[config.mk]
export PLATFORM = sky130hd
export DESIGN_NAME = ts_mod
export DESIGN_NICKNAME = d
export VERILOG_FILES = /design/src/rtl/ts_mod.sv
export SDC_FILE = /design/constraint.sdc
export NUM_CORES = 1
export LEC_CHECK = 0
export CAP_MARGIN = 20
export CORE_ASPECT_RATIO = 1.1
export CORE_UTILIZATION = 49
export CTS_CLUSTER_SIZE = 10
export DETAILED_ROUTE_END_ITERATION = 6
export PLACE_DENSITY = 0.86
export SLEW_MARGIN = 20
export SYNTH_ARGS = -nofsm -noshare
export SYNTH_HDL_FRONTEND = slang
export SYNTH_SLANG_ARGS = --single-unit
[constraint.sdc]
create_clock -name clk -period 7 [get_ports clk]
set_input_delay 1.05 -clock clk [delete_from_list [all_inputs] [get_ports clk]]
set_output_delay 1.05 -clock clk [all_outputs]
set_load 0.05 [all_outputs]
[src/rtl/ts_mod.sv]
`default_nettype none
// ============================================================================
// Module   : ts_mod
// Purpose  : Millisecond/second timebase with tick strobes and a one-shot alarm.
// Revision : 1.0  initial release
// ============================================================================
module ts_mod #(
    parameter int CYC_PER_MS = 1000,
    parameter int SEC_W      = 32
) (
    input  logic             clk,
    input  logic             rst,
    input  logic             en,
    input  logic             clr,
    input  logic             load,
    input  logic [9:0]       ms_in,
    input  logic [SEC_W-1:0] sec_in,
    input  logic [9:0]       alarm_ms,
    input  logic [SEC_W-1:0] alarm_sec,
    input  logic             alarm_en,
    output logic [9:0]       ms,
    output logic [SEC_W-1:0] sec,
    output logic             ms_tick,
    output logic             sec_tick,
    output logic             alarm
);

    localparam int                  c_PCNT_W   = (CYC_PER_MS > 1) ? $clog2(CYC_PER_MS) : 1;
    localparam logic [c_PCNT_W-1:0] c_PCNT_MAX = c_PCNT_W'(CYC_PER_MS - 1);
    localparam logic [9:0]          c_MS_MAX   = 10'd999;

    logic [c_PCNT_W-1:0] r_pcnt;
    logic [9:0]          r_ms;
    logic [SEC_W-1:0]    r_sec;
    logic                r_ms_tick;
    logic                r_sec_tick;
    logic                r_alarm;
    logic                r_upd;

    logic                w_adv;
    logic [9:0]          w_ms_ld;
    logic                w_match;

    assign w_adv   = en && (r_pcnt == c_PCNT_MAX);
    assign w_ms_ld = (ms_in > c_MS_MAX) ? c_MS_MAX : ms_in;
    assign w_match = (r_ms == alarm_ms) && (r_sec == alarm_sec);

    // r_upd marks that the timestamp was just written by an advance or a load,
    // so the alarm fires once on arrival and not while the value is held.
    always_ff @(posedge clk or posedge rst) begin
        if (rst) begin
            r_pcnt     <= '0;
            r_ms       <= '0;
            r_sec      <= '0;
            r_ms_tick  <= 1'b0;
            r_sec_tick <= 1'b0;
            r_alarm    <= 1'b0;
            r_upd      <= 1'b0;
        end else if (clr) begin
            r_pcnt     <= '0;
            r_ms       <= '0;
            r_sec      <= '0;
            r_ms_tick  <= 1'b0;
            r_sec_tick <= 1'b0;
            r_alarm    <= 1'b0;
            r_upd      <= 1'b0;
        end else begin
            r_alarm    <= r_upd && w_match && alarm_en;
            r_ms_tick  <= 1'b0;
            r_sec_tick <= 1'b0;
            r_upd      <= 1'b0;
            if (load) begin
                r_pcnt <= '0;
                r_ms   <= w_ms_ld;
                r_sec  <= sec_in;
                r_upd  <= 1'b1;
            end else if (w_adv) begin
                r_pcnt    <= '0;
                r_ms_tick <= 1'b1;
                r_upd     <= 1'b1;
                if (r_ms == c_MS_MAX) begin
                    r_ms       <= '0;
                    r_sec      <= r_sec + SEC_W'(1);
                    r_sec_tick <= 1'b1;
                end else begin
                    r_ms <= r_ms + 10'd1;
                end
            end else if (en) begin
                r_pcnt <= r_pcnt + c_PCNT_W'(1);
            end
        end
    end

    assign ms       = r_ms;
    assign sec      = r_sec;
    assign ms_tick  = r_ms_tick;
    assign sec_tick = r_sec_tick;
    assign alarm    = r_alarm;

endmodule
`default_nettype wire

==> impl_results.md <==
- Top-level port count: 135
- Fin util: 0.7095
- DRC Markers: 0
- DR iter-0 viols: 416
- Avg WL per Cell: 18.69 um
- Cells after Synth: 444
- Unrepaired setup endpoints after global routing: false
- Port bufs: 134
- TritonCTS Sinks: 56
- Synth warn: 0
- Fraction of layout cells with a size suffix above 1: 0.02842
- Worst-skew pair later-pin latency: 0.31 ns
- Antenna Nets Post-Route: 0
- CTS tree: built
- Most frequent cells in the layout: clkdlybuf4s50_1 (134), dfrtp_1 (56), xor2_1 (50)
- GR Util met1: 0.4119
- Most common cell after layout, fill and taps aside: clkdlybuf4s50_1
- Via density per instance: 6.177
- Starting density of the core: 0.5102
- Flops & latches, synth: 56
- Hold_buf cts: 0
- Setup TNS: 0 ns
- Final nets: 655
- Core area: 7515 um^2
- Die height: 94.77 um
- Mapped Nets: 537
- Async S/R FF share, synth: 1.000
- Largest net degree at the start of global routing: 57
- CP Capture Type: register
- Crit path kind: input port to register
- Post-CTS Setup Inserts: 0
- DP Area: 5224 um^2
- Max_cap viols: 0
- GRT overflow: 0
- Top Usage Layer GRT: met2
- Die area: 8182 um^2
- CP peak stage delay: 0.66 ns
- Final Setup Violations: 0
- Post-CTS resize count: 0
- Leakage: 0.002107 uW
- Slew headroom: 0.4266
- Clock skew: 0.01010 ns
- Final Cell Area: 5331 um^2
- Worst path slowest cell: or3_1
- Crit path required time: 7.22 ns
- Area grow syn2layout: 39.07%
- Cell variety after synth: 53
- Initial antenna violation count: 0
- Global routing usage on met3: 0.06731
- Htree depth: 2
- Fmax achieved: 285.6 MHz
- CP max FO: 11
- Cell Rows: 33
- Number of synthesized flops with an enable pin: 0
- Power Density: 154.7 nW/um^2
- Number of global-route vias before repair: 3,951
- Die W: 86.34 um
- Total Routing Usage GR: 0.3093
- Post-detail-place hpwl: 9.187 mm
- Mapped Area: 3834 um^2
- Total Wirelength: 12.49 mm
- Clock Tree Root: clkbuf_8
- Slew @ Worst Pin: 0.8569 ns
- Antenna Cells: 0
- Reg clk slew, reported paths: 0.11 ns
- Worst IR Drop VDD: 0.0001124 V
- Met2 global-route usage: 0.5000
- Final GP Congestion: 0.8865
- Vias: 4,126
- Final period util: 0.5001
- Share of the yosys chip area belonging to registers: 0.3655
- TritonCTS buffer count: 5
- Fin. max-slew vios: 0
- First-pass GRT wire length: 19.81 mm
- Status: finished, final reports clean
- Critical path, cell by cell: clkdlybuf4s50_1 > and3_1 > nand4_1 > or3_1 > or4_1 > a311oi_1
- CP Launch Type: input port
- Fin. Hold Viols: 0
- DR pass1 iterations: 5
- Post-Syn Area per Cell: 8.634 um^2
- Tightest Hold Check Type: register to register
- Hold slack: 0.5831 ns
- Max Root-Sink Buffers: 2
- Crit path DAT: 3.72 ns
- Final worst path period need: 3.501 ns
- Prevailing post-synth register cell: dfrtp_1
## cell usage after synthesis, types with 7 or more instances
| cell | number | area, um^2 |
|---|---|---|
| and4_1 | 11 | 96.34 |
| clkbuf_1 | 23 | 86.33 |
| o21ai_0 | 16 | 80.08 |
| nand2_1 | 29 | 108.9 |
| nor4_1 | 18 | 112.6 |
| inv_1 | 18 | 67.56 |
| and3_1 | 8 | 50.05 |
| a21oi_1 | 8 | 40.04 |
| dfrtp_1 | 56 | 1401 |
| nand4_1 | 15 | 93.84 |
| xor2_1 | 50 | 437.9 |
| nor3_1 | 18 | 90.09 |
| a311oi_1 | 7 | 61.31 |
| nand3_1 | 21 | 105.1 |
| a211oi_1 | 13 | 97.59 |
| xnor2_1 | 15 | 131.4 |
| nor2_1 | 45 | 168.9 |
## metrics by stage
| step | std cells | total power, uW | setup slack (ns) |
|---|---|---|---|
| floorplan | 444 | 493.1 | 4.350 |
| global placement | 660 | 606.0 | 3.344 |
| detailed placement | 660 | 610.0 | 3.230 |
| CTS | 668 | 825.9 | 3.548 |
| global route | 668 | 853.7 | 3.347 |
| finish | 668 | 824.7 | 3.499 |
## path summary, 6_finish.rpt
| kind | from | to | depth (start not counted) | slack (ns) |
|---|---|---|---|---|
| worst min-delay path | r_pcnt[9] | r_pcnt[9] | 2 | 0.58 |
| worst max-delay path | en | sec[28] | 6 | 3.50 |
| min in group asynchronous | rst | sec_tick | 3 | 1.25 |
| worst min register to register | r_pcnt[9] | r_pcnt[9] | 2 | 0.58 |
| max in group asynchronous | rst | sec[18] | 3 | 5.25 |
| worst max register to register | ms[0] | sec[28] | 6 | 4.01 |
## state kept, by name, indices dropped and copies added, names as in the netlist
register,cells
ms,10
sec,32
ms_tick,1
sec_tick,1
alarm,1
r_pcnt,10
r_upd,1
## where the power goes
group	internal (uW)	switching (uW)	leakage [uW]
registers	339	33.8	0.000743
clock network	107	111	0.0000552
logic	105	129	0.00131
total	550	274	0.00211
## area by class of cell
cell class | instances | area [um^2]
clock buffer | 6 | 72.57
inverter | 19 | 71.32
clock inverter | 2 | 35.03
sequential | 56 | 1401
tap | 105 | 131.4
fill | 592 | 2183
timing repair buffer | 138 | 1371
multi-input combinational | 342 | 2248
## logic make-up (layout without fill, tap and decap cells)
| kind of cell | Yosys count | after routing | synth area share |
|---|---|---|---|
| AO/OA/AOI/OAI | 81 | 81 | 0.1563 |
| XOR/XNOR | 65 | 65 | 0.1485 |
| adder cells (fa/ha/maj) | 3 | 3 | 0.009792 |
| buffers and inverters | 46 | 165 | 0.04797 |
| flip-flops | 56 | 56 | 0.3655 |
| multiplexers | 2 | 2 | 0.005222 |
| AND/OR/NAND/NOR | 191 | 191 | 0.2666 |
## routing by layer
layer,wire [um],vias to the layer above
li1,-,1871
met1,5052,1929
met2,5738,290
met3,1350,36
met4,345,0
met5,0,-
## critical path, delay by kind of cell
kind,cells,cell delay [ns]
buffers and inverters,1,0.57
and+or+nand+nor,4,1.82
AOI/OAI and AO/OA,1,0.27
No activity file was read; power rests on OpenSTA's default activity.
==> variant, RTL diff (same flow settings) <==
One comparison of `r_pcnt` changes from == to >=.
--- a/src/rtl/ts_mod.sv
+++ b/src/rtl/ts_mod.sv
@@ -41,7 +41,7 @@
     logic [9:0]          w_ms_ld;
     logic                w_match;
 
-    assign w_adv   = en && (r_pcnt == c_PCNT_MAX);
+    assign w_adv   = en && (r_pcnt >= c_PCNT_MAX);
     assign w_ms_ld = (ms_in > c_MS_MAX) ? c_MS_MAX : ms_in;
     assign w_match = (r_ms == alarm_ms) && (r_sec == alarm_sec);
 
Formal check against the unedited RTL: same outputs for any inputs over 10 cycles, from zero or initial values and one cycle with rst high; that may be too few to reach the edited logic, so the function may still have changed.
==> variant against the unedited design <==
  * Setup slack gained 0.031 ns
  * Routed wire length grew 4.6%
  * Final area grew 0.94%
  * Area after synthesis grew 0.88%
  * Non-clock buffer count grew 2
  * Count of clock-buffer cells in the layout is the same
  * Sequential cell count is the same
  * Total power shrank 0.69%
  * Die area grew 0.86%
  * Critical endpoint is now sec[17]$_DFFE_PP0P_
==> variant: results (changes against the unedited design) <==
stage;metric;value;unit;change
power_and_ir_drop;P_leak;0.00209;µW;-0.67%
grt;GRT met1 Usage;40.0;%;-1.2 points
synthesis;commonest cells in the netlist;dfrtp_1, xor2_1, nor2_1, nand2_1, nand3_1;;
detailed_routing;initial DRC count;329;;-21%
placed_design;placed insts;668;;+1.2%
critical_path;worst r2r src;sec[13]$_DFFE_PP0P_;;
placed_design;Area after DPL;5270;µm²;+0.96%
synthesis;register area share after synthesis;36.2;%;-0.32 points
placed_design;Place WS;3.19;ns;-0.0445 ns
detailed_routing;DR WL met2;6330;µm;+10%
grt;met2 Track Usage GR;54.0;%;+4.0 points
sta;max_slew headroom;36.0;%;-6.7 points
placed_design;hpwl dp;9640;µm;+4.9%
synthesis;syn avg cell area;8.59;µm²;-0.46%
status;status;finished clean;;
critical_path;Critical Path AT;3.65;ns;-0.07 ns
placed_design;Placer Congestion;0.908;;+2.4%
sta;final hold slack;0.564;ns;-0.0190 ns
cells_and_area;nets;663;;+1.2%
sta;clock skew;0.0115;ns;+0.00143 ns
detailed_routing;drt wl/cell;19.3;µm;+3.3%
critical_path;crit path capture;sec[17]$_DFFE_PP0P_;;
grt;GR Util All Layers;31.7;%;+0.77 points
sta;Final min period;3.47;ns;-0.0313 ns
grt;global-route wire length before repair;20000;µm;+1.0%
detailed_routing;detailed-route via count;4246;;+2.9%
cells_and_area;share of cells above drive strength 1;3.15;%;+0.31 points
critical_path;largest fanout on the critical path;10;;-1
==> variant: kinds of logic after synthesis <==
logic type	count (synthesis)	share of synthesized area [%]
and+or+nand+nor	200	27.6
AOI/OAI and AO/OA	85	16.8
xor gates and xnor gates	61	13.8
DFF	56	36.2
buffers and inverters	45	4.63
adders and majority gates	3	0.971
==> variant: power by group <==
group / switching (µW) / internal, µW / leakage (µW)
clock network: 108 / 107 / 0.0000552
logic: 127 / 102 / 0.00129
registers: 36.8 / 339 / 0.000745
total: 272 / 547 / 0.00209
==> variant: critical path, stage by stage <==
cell,delay [ns]
clkdlybuf4s50_1,0.63
nand2_2,0.11
or4_1,0.69
nor2_1,0.54
a311oi_1,0.17
a2111oi_0,0.45
==> variant: final cells by class <==
cell class	count	area, µm²
sequential	56	1400
tap	105	131
clock inverter	2	35.0
inverter	18	67.6
fill	616	2170
timing repair buffer	140	1390
multi-input combinational	349	2290
clock buffer	6	72.6
